**src/rtl/kband_wr_pkg.sv**
```systemverilog
// rtl/kband_wr_pkg.sv - shared types and constants for the KBand arrow writer
// Purpose: FSM state encoding and fixed datapath geometry.
package kband_wr_pkg;

    typedef enum logic [2:0] {
        IDLE,
        RUN,
        ISSUE,
        BURST,
        FLUSH,
        DONE
    } state_t;

    localparam int DATA_W       = 128;
    localparam int LANES        = 4;
    localparam int BEAT_BYTES   = 16;
    localparam int BURSTCOUNT_W = 5;

endpackage

```
**src/rtl/kband_wr_fifo.sv**
```systemverilog
// rtl/kband_wr_fifo.sv - synchronous show-ahead FIFO with occupancy count
// Purpose: buffers packed words between the packer and the burst master.
// Ports: clk/reset (sync, active-high); push/wdata write side;
//        pop/rdata read side (rdata valid whenever count > 0);
//        count = occupancy, full = count == DEPTH.
module kband_wr_fifo #(
    parameter int WIDTH = 128,
    parameter int DEPTH = 32
) (
    input  logic                     clk,
    input  logic                     reset,
    input  logic                     push,
    input  logic [WIDTH-1:0]         wdata,
    input  logic                     pop,
    output logic [WIDTH-1:0]         rdata,
    output logic [$clog2(DEPTH):0]   count,
    output logic                     full
);
    localparam int AW = $clog2(DEPTH);

    logic [WIDTH-1:0] mem_q [DEPTH];
    logic [AW-1:0]    wr_ptr_q, wr_ptr_d, rd_ptr_q, rd_ptr_d;
    logic [AW:0]      count_q, count_d;

    always_comb begin
        wr_ptr_d = wr_ptr_q;
        rd_ptr_d = rd_ptr_q;
        if (push) wr_ptr_d = wr_ptr_q + 1'b1;
        if (pop)  rd_ptr_d = rd_ptr_q + 1'b1;
        // simultaneous push and pop leave the count unchanged
        count_d = count_q + (AW+1)'(push) - (AW+1)'(pop);
    end

    always_ff @(posedge clk) begin
        if (reset) begin
            wr_ptr_q <= '0;
            rd_ptr_q <= '0;
            count_q  <= '0;
        end else begin
            wr_ptr_q <= wr_ptr_d;
            rd_ptr_q <= rd_ptr_d;
            count_q  <= count_d;
        end
    end

    // storage needs no reset: emptiness is tracked by count_q alone
    always_ff @(posedge clk) begin
        if (push) mem_q[wr_ptr_q] <= wdata;
    end

    assign rdata = mem_q[rd_ptr_q];
    assign count = count_q;
    assign full  = (count_q == (AW+1)'(DEPTH));

endmodule

```
**src/rtl/kband_arrow_writer.sv**
```systemverilog
// rtl/kband_arrow_writer.sv - packs 32-bit arrow items into 128-bit words and bursts them to memory
// Purpose: four items per word (lane 0 in the low bits), FIFO buffering, Avalon-MM burst writes.
// Ports: clk/reset (sync, active-high); start/base_addr/max_words job setup;
//        busy/done/irq/irq_clr/overflow/words_written status;
//        in_data/in_valid/in_ready/in_eop item stream; m0_* Avalon-MM write master.
// Optional: KBAND_ARROW_PERF_EN adds stall_cycles and burst_count counters.
module kband_arrow_writer
    import kband_wr_pkg::*;
#(
    parameter int IN_W       = 32,
    parameter int DATA_W     = 128,
    parameter int ADDR_W     = 30,
    parameter int BURST_MAX  = 16,
    parameter int FIFO_DEPTH = 32
) (
    input  logic                    clk,
    input  logic                    reset,
    input  logic                    start,
    input  logic [ADDR_W-1:0]       base_addr,
    input  logic [23:0]             max_words,
    output logic                    busy,
    output logic                    done,
    output logic                    irq,
    input  logic                    irq_clr,
    output logic                    overflow,
    output logic [23:0]             words_written,
    input  logic [IN_W-1:0]         in_data,
    input  logic                    in_valid,
    output logic                    in_ready,
    input  logic                    in_eop,
    output logic [ADDR_W-1:0]       m0_address,
    output logic                    m0_write,
    output logic [DATA_W-1:0]       m0_writedata,
    output logic [BURSTCOUNT_W-1:0] m0_burstcount,
    output logic [15:0]             m0_byteenable,
`ifdef KBAND_ARROW_PERF_EN
    output logic [31:0]             stall_cycles,
    output logic [15:0]             burst_count,
`endif
    input  logic                    m0_waitrequest
);
    localparam int CNT_W = $clog2(FIFO_DEPTH) + 1;

    state_t                  state_q, state_d;
    logic [ADDR_W-1:0]       addr_q, addr_d;
    logic [23:0]             limit_q, limit_d, pushed_q, pushed_d, written_q, written_d;
    logic [1:0]              lane_q, lane_d;
    logic [DATA_W-1:0]       word_q, word_d;
    logic                    pend_q, pend_d, eop_seen_q, eop_seen_d;
    logic                    ovf_q, ovf_d, irq_q, irq_d;
    logic [BURSTCOUNT_W-1:0] len_q, len_d, beat_q, beat_d;

    logic [CNT_W-1:0]        fifo_count;
    logic                    fifo_full;
    logic [DATA_W-1:0]       fifo_rdata;
    logic                    in_phase, dropping, accept, beat_done, last_beat, burst_go, start_ok;
    logic                    unused_addr_bits;

    assign unused_addr_bits = ^base_addr[3:0];

    kband_wr_fifo #(.WIDTH(DATA_W), .DEPTH(FIFO_DEPTH)) u_fifo (
        .clk   (clk),
        .reset (reset),
        .push  (pend_q),
        .wdata (word_q),
        .pop   (beat_done),
        .rdata (fifo_rdata),
        .count (fifo_count),
        .full  (fifo_full)
    );

    assign start_ok  = start && (state_q == IDLE);
    assign in_phase  = ((state_q == RUN) || (state_q == ISSUE) || (state_q == BURST)) && !eop_seen_q;
    // once the word limit is reached, items are swallowed so the producer never stalls
    assign dropping  = (pushed_q == limit_q);
    assign accept    = in_valid && in_ready;
    assign beat_done = m0_write && !m0_waitrequest;
    assign last_beat = beat_done && (beat_q == len_q - 1'b1);
    // the pending word must land before an eop-triggered burst sizes itself
    assign burst_go  = (fifo_count >= CNT_W'(BURST_MAX)) ||
                       (eop_seen_q && !pend_q && (fifo_count != '0));

    // next-state
    always_comb begin
        state_d = state_q;
        unique case (state_q)
            IDLE:  if (start) state_d = RUN;
            RUN: begin
                if (burst_go)                                        state_d = ISSUE;
                else if (eop_seen_q && !pend_q && fifo_count == '0) state_d = FLUSH;
            end
            ISSUE: state_d = BURST;
            BURST: if (last_beat) state_d = eop_seen_q ? FLUSH : RUN;
            FLUSH: begin
                if (pend_q)                 state_d = FLUSH;
                else if (fifo_count != '0)  state_d = ISSUE;
                else                        state_d = DONE;
            end
            DONE:    state_d = IDLE;
            default: state_d = IDLE;
        endcase
    end

    // outputs
    always_comb begin
        busy          = (state_q != IDLE) && (state_q != DONE);
        done          = (state_q == DONE);
        m0_write      = (state_q == BURST);
        m0_byteenable = m0_write ? 16'hFFFF : 16'h0000;
        in_ready      = in_phase && (dropping || (!pend_q && !fifo_full));
    end

    // datapath
    always_comb begin
        addr_d     = addr_q;
        limit_d    = limit_q;
        pushed_d   = pushed_q;
        written_d  = written_q;
        lane_d     = lane_q;
        word_d     = word_q;
        pend_d     = 1'b0;
        eop_seen_d = eop_seen_q;
        ovf_d      = ovf_q;
        len_d      = len_q;
        beat_d     = beat_q;
        irq_d      = irq_q;

        if (start_ok) begin
            addr_d     = {base_addr[ADDR_W-1:4], 4'b0000};
            limit_d    = max_words;
            pushed_d   = '0;
            written_d  = '0;
            lane_d     = '0;
            eop_seen_d = 1'b0;
            ovf_d      = 1'b0;
        end

        if (accept) begin
            if (dropping) begin
                ovf_d = 1'b1;
            end else begin
                // a fresh word starts from zero so eop leaves unused lanes cleared
                if (lane_q == 2'd0) word_d = '0;
                word_d[lane_q*IN_W +: IN_W] = in_data;
                lane_d = lane_q + 1'b1;
                if (lane_q == 2'd3 || in_eop) begin
                    pend_d   = 1'b1;
                    lane_d   = '0;
                    pushed_d = pushed_q + 24'd1;
                end
            end
            if (in_eop) eop_seen_d = 1'b1;
        end

        if (state_q == ISSUE) begin
            len_d  = (fifo_count >= CNT_W'(BURST_MAX)) ? BURSTCOUNT_W'(BURST_MAX)
                                                       : BURSTCOUNT_W'(fifo_count);
            beat_d = '0;
        end

        if (beat_done) begin
            written_d = written_q + 24'd1;
            beat_d    = beat_q + 1'b1;
            if (last_beat) addr_d = addr_q + ADDR_W'({len_q, 4'b0000});
        end

        // a set in the done cycle outranks a coincident clear
        if (start_ok || irq_clr) irq_d = 1'b0;
        if (state_q == DONE)     irq_d = 1'b1;
    end

    always_ff @(posedge clk) begin
        if (reset) state_q <= IDLE;
        else       state_q <= state_d;
    end

    always_ff @(posedge clk) begin
        if (reset) begin
            addr_q     <= '0;
            limit_q    <= '0;
            pushed_q   <= '0;
            written_q  <= '0;
            lane_q     <= '0;
            word_q     <= '0;
            pend_q     <= 1'b0;
            eop_seen_q <= 1'b0;
            ovf_q      <= 1'b0;
            len_q      <= '0;
            beat_q     <= '0;
            irq_q      <= 1'b0;
        end else begin
            addr_q     <= addr_d;
            limit_q    <= limit_d;
            pushed_q   <= pushed_d;
            written_q  <= written_d;
            lane_q     <= lane_d;
            word_q     <= word_d;
            pend_q     <= pend_d;
            eop_seen_q <= eop_seen_d;
            ovf_q      <= ovf_d;
            len_q      <= len_d;
            beat_q     <= beat_d;
            irq_q      <= irq_d;
        end
    end

    assign irq           = irq_q;
    assign overflow      = ovf_q;
    assign words_written = written_q;
    assign m0_address    = addr_q;
    assign m0_burstcount = len_q;
    assign m0_writedata  = fifo_rdata;

`ifdef KBAND_ARROW_PERF_EN
    logic [31:0] stall_q, stall_d;
    logic [15:0] bursts_q, bursts_d;

    always_comb begin
        stall_d  = stall_q;
        bursts_d = bursts_q;
        if (start_ok) begin
            stall_d  = '0;
            bursts_d = '0;
        end else begin
            if (m0_write && m0_waitrequest && stall_q != '1) stall_d  = stall_q + 32'd1;
            if (last_beat && bursts_q != '1)                 bursts_d = bursts_q + 16'd1;
        end
    end

    always_ff @(posedge clk) begin
        if (reset) begin
            stall_q  <= '0;
            bursts_q <= '0;
        end else begin
            stall_q  <= stall_d;
            bursts_q <= bursts_d;
        end
    end

    assign stall_cycles = stall_q;
    assign burst_count  = bursts_q;
`endif

endmodule

```
**config.mk**
```make
export PLATFORM = sky130hd
export DESIGN_NAME = kband_arrow_writer
export DESIGN_NICKNAME = d
export VERILOG_FILES = /design/src/rtl/kband_wr_pkg.sv /design/src/rtl/kband_wr_fifo.sv /design/src/rtl/kband_arrow_writer.sv
export SDC_FILE = /design/constraint.sdc
export NUM_CORES = 2
export LEC_CHECK = 0
export CAP_MARGIN = 20
export CORE_ASPECT_RATIO = 0.9
export CORE_UTILIZATION = 27
export DETAILED_ROUTE_END_ITERATION = 7
export HOLD_SLACK_MARGIN = 0.08
export PLACE_DENSITY = 0.41
export SETUP_SLACK_MARGIN = 0.1
export SYNTH_ARGS = -nofsm -noshare
export SYNTH_HDL_FRONTEND = slang
export SYNTH_HIERARCHICAL = 1
export SYNTH_SLANG_ARGS = --single-unit
```
**constraint.sdc**
```tcl
create_clock -name clk -period 11.2 [get_ports clk]
set_clock_uncertainty 0.05 [all_clocks]
set_input_delay 3.36 -clock clk [delete_from_list [all_inputs] [get_ports clk]]
set_output_delay 3.36 -clock clk [all_outputs]
set_load 0.005 [all_outputs]
```
==> metrics.txt <==
status finished, final reports clean; sink of the worst hold path limit_q[4]$_SDFFE_PP0P_; Leakage about 55 nW; sequential cell area 128000 um^2; Worst Hold Class reg -> reg; Final Util a little under a third; Residual DRC 0; Max Fanout on Critical Path 37; Worst R2R Start pend_q$_SDFF_PP0_; Worst Path Required between 7 and 8 ns; Routed Antenna Nets 0; CTS sink count about 4400; Hold Buf Count CTS 0; hold wc startpoint limit_q[4]$_SDFFE_PP0P_; CTS tree built; worst r2r path cells 6; DRT iter0 DRCs between 9000 and 10000; Startpoint Class flip-flop; Arrival @ worst endpoint roughly 5.6 ns; Achievable Freq approximately 110 MHz; Net Count, Synth approximately 9000; worst slew pin tran about 1.3 ns; sequential share of the synthesized area between 70% and 80%; wire per inst ~31 um; number of global-route vias before repair 90756; ys flop type edfxtp_1; clk slew on worst S/H paths about 0.060 ns; Yosys Warn Count 6; area grow syn2layout 17.3%; nature of the critical path endpoint primary output; clk root buf clkbuf_16; Core Rows between 200 and 300; Fillers 59581; gr usage total about 17%; max-slew violations 0; footprint of the multi-input gates 36800 um^2; Detailed Place HPWL 277 mm; Cell Area, Synth ~170000 um^2; core area just over 600000 um^2; htree depth 5; Slew headroom approximately 15%; Vias per Instance 4.97; Async S/R FF share, synth 0%; PostCTS Resize Cnt 0; total of max-cap violations 0; RePlAce Congestion approximately 0.73; unrepaired setup endpoints after global routing no; clock period minus worst slack around 9 ns; Syn Area/Cell between 15 and 20 um^2; initial antenna violation count around 60; Final Hold Fails 0; fin crit share ~80%; first-pass GRT wire length between 700 and 800 mm; CTS buffer count roughly 460; Detailed Route WL roughly 560 mm; Post-CTS Setup Inserts 0; VDD IR-drop max 0.124 mV; Setup Crit Path Kind reg -> out; power per cell area around 170 nW/um^2; Port Buffers 297; nets 9386; number of synthesized flops with an enable pin just over 4000; Setup TNS 0 ns; die width about 830 um; Clock Latency Late Sink 1.02 ns; Remaining Overflow, GRT 0; clk buf depth 4; I/O pins roughly 300; R2R Setup Slk just under 7 ns; die height roughly 750 um; Synth cell types 78; vias post-DR 89264; largest net degree at the start of global routing approximately 150; endpoint of the worst register-to-register path u_fifo/mem_q[7][107]$_DFFE_PP_; hold path depth 2; die area 624000 um^2; Final setup violation count 0; layout cells sized above 1 between 15 and 20%; initial core utilization between 20 and 30%; drt pass-1 iters 5; Synth Instances 8830; #FFs+latches synth ~4400
==> worst max-delay path, stage by stage, from the launching register on <==
cell and delay [ns]:
dfxtp_4 0.62, buf_4 0.46, nor2b_4 0.61, buf_4 0.86
a22oi_1 0.22, nand3_1 0.17, nand4_1 0.82, clkdlybuf4s50_1 0.72
==> area by class of cell <==
| type | instances | share of cell area (%) |
|---|---|---|
| Sequential cell | 4366 | 65.4 |
| Multi-Input combinational cell | 3878 | 18.7 |
| Clock buffer | 652 | 6.59 |
| Tap cell | 8280 | 5.27 |
| Timing Repair Buffer | 528 | 2.86 |
| Clock inverter | 221 | 1.08 |
| Inverter | 27 | 0.0516 |
| Antenna cell | 25 | 0.0318 |
==> cell usage in the layout (no fill, tap or decap), types with 38 or more instances in the layout <==
cell and instances:
nor2_4 38, mux2i_1 1027, o21ai_0 112, clkinv_1 83, clkbuf_16 471, clkinv_2 65, clkbuf_8 47, clkdlybuf4s50_1 276
a21oi_1 194, nand3_1 404, edfxtp_1 4096, clkbuf_1 133, a22oi_1 770, buf_12 44, nor2_1 81, nand4_1 151
buf_4 163, dfxtp_1 267, nand2_1 201, mux4_2 512
==> logic make-up (layout without fill, tap and decap cells) <==
family / after synthesis / count (layout) / share of synthesized area [%]
buffers and inverters: 586 / 1428 / 1.64
AND/OR/NAND/NOR: 1067 / 1067 / 3.27
flip-flops: 4366 / 4366 / 76.7
other: 0 / 25 / 0
adder cells (fa/ha/maj): 29 / 29 / 0.226
AO/OA/AOI/OAI: 1191 / 1191 / 4.91
multiplexers: 1546 / 1546 / 13.1
XOR/XNOR: 45 / 45 / 0.235
==> per-layer routing <==
layer	track usage, %	routed length [um]	up-vias
met3	2.97	34200	724
met2	29.1	269000	2858
met1	23.2	240000	48496
met4	4.47	14000	18
li1	-	-	37168
met5	0	115	-
==> synth_stat cells (20+ instances only) <==
library cell	number	area, um^2
mux4_2	512	11500
buf_2	239	1200
nor3_1	20	100
edfxtp_1	4096	123000
buf_1	29	109
mux2i_1	1027	10300
or2_2	36	225
ha_1	27	338
nand2_1	201	754
and3_1	21	131
a31oi_1	22	138
clkbuf_1	232	871
inv_1	26	97.6
nor2_1	118	443
nand3_1	405	2030
nand4_1	151	945
o21ai_0	112	561
a21oi_1	194	971
dfxtp_1	270	5410
buf_4	51	383
a22oi_1	770	5780
xnor2_1	35	307
==> power breakdown <==
group	internal, mW	total (mW)	switching, mW
Combinational	0.307	0.976	0.669
Sequential	17.8	17.9	0.148
Clock	8.73	15.3	6.53
Total	26.8	34.2	7.35
==> state kept, by name (all words and copies together), names as in the netlist, named ones only <==
signal	cells
beat_q	5
eop_seen_q	1
irq	1
lane_q	2
limit_q	24
m0_address	30
m0_burstcount	5
overflow	1
pend_q	1
pushed_q	24
state_q	3
u_fifo/count	6
u_fifo/mem_q	4096
u_fifo/rd_ptr_q	5
u_fifo/wr_ptr_q	5
word_q	128
words_written	24
==> through the flow <==
stage	hold slack, ns	setup slack [ns]	power [mW]	area, um^2	std cells
final	0.420	2.19	34.2	196000	17977
after CTS	0.423	2.01	34.5	196000	17930
after detailed placement	0.404	3.14	19.3	181000	17057
after global placement	0.400	3.16	19.2	181000	17054
after floorplan	0.399	4.22	18.7	168000	8830
after global routing	0.440	1.96	35.2	196000	17962
==> how the worst max path moves through the flow <==
| stage | end | startpoint | depth (start not counted) |
|---|---|---|---|
| 2_1_floorplan | u_fifo/mem_q[4][0]$_DFFE_PP_ | u_fifo/wr_ptr_q[3]$_SDFFE_PP0P_ | 3 |
| 5_1_grt | m0_writedata[75] | flip-flop | 6 |
| 3_5_place_dp | m0_writedata[55] | flip-flop | 6 |
| 6_report | m0_writedata[44] | flip-flop | 7 |
| 4_1_cts | m0_writedata[55] | flip-flop | 6 |
| 3_3_place_gp | m0_writedata[55] | flip-flop | 6 |
Power figures use the tool's default switching activity.
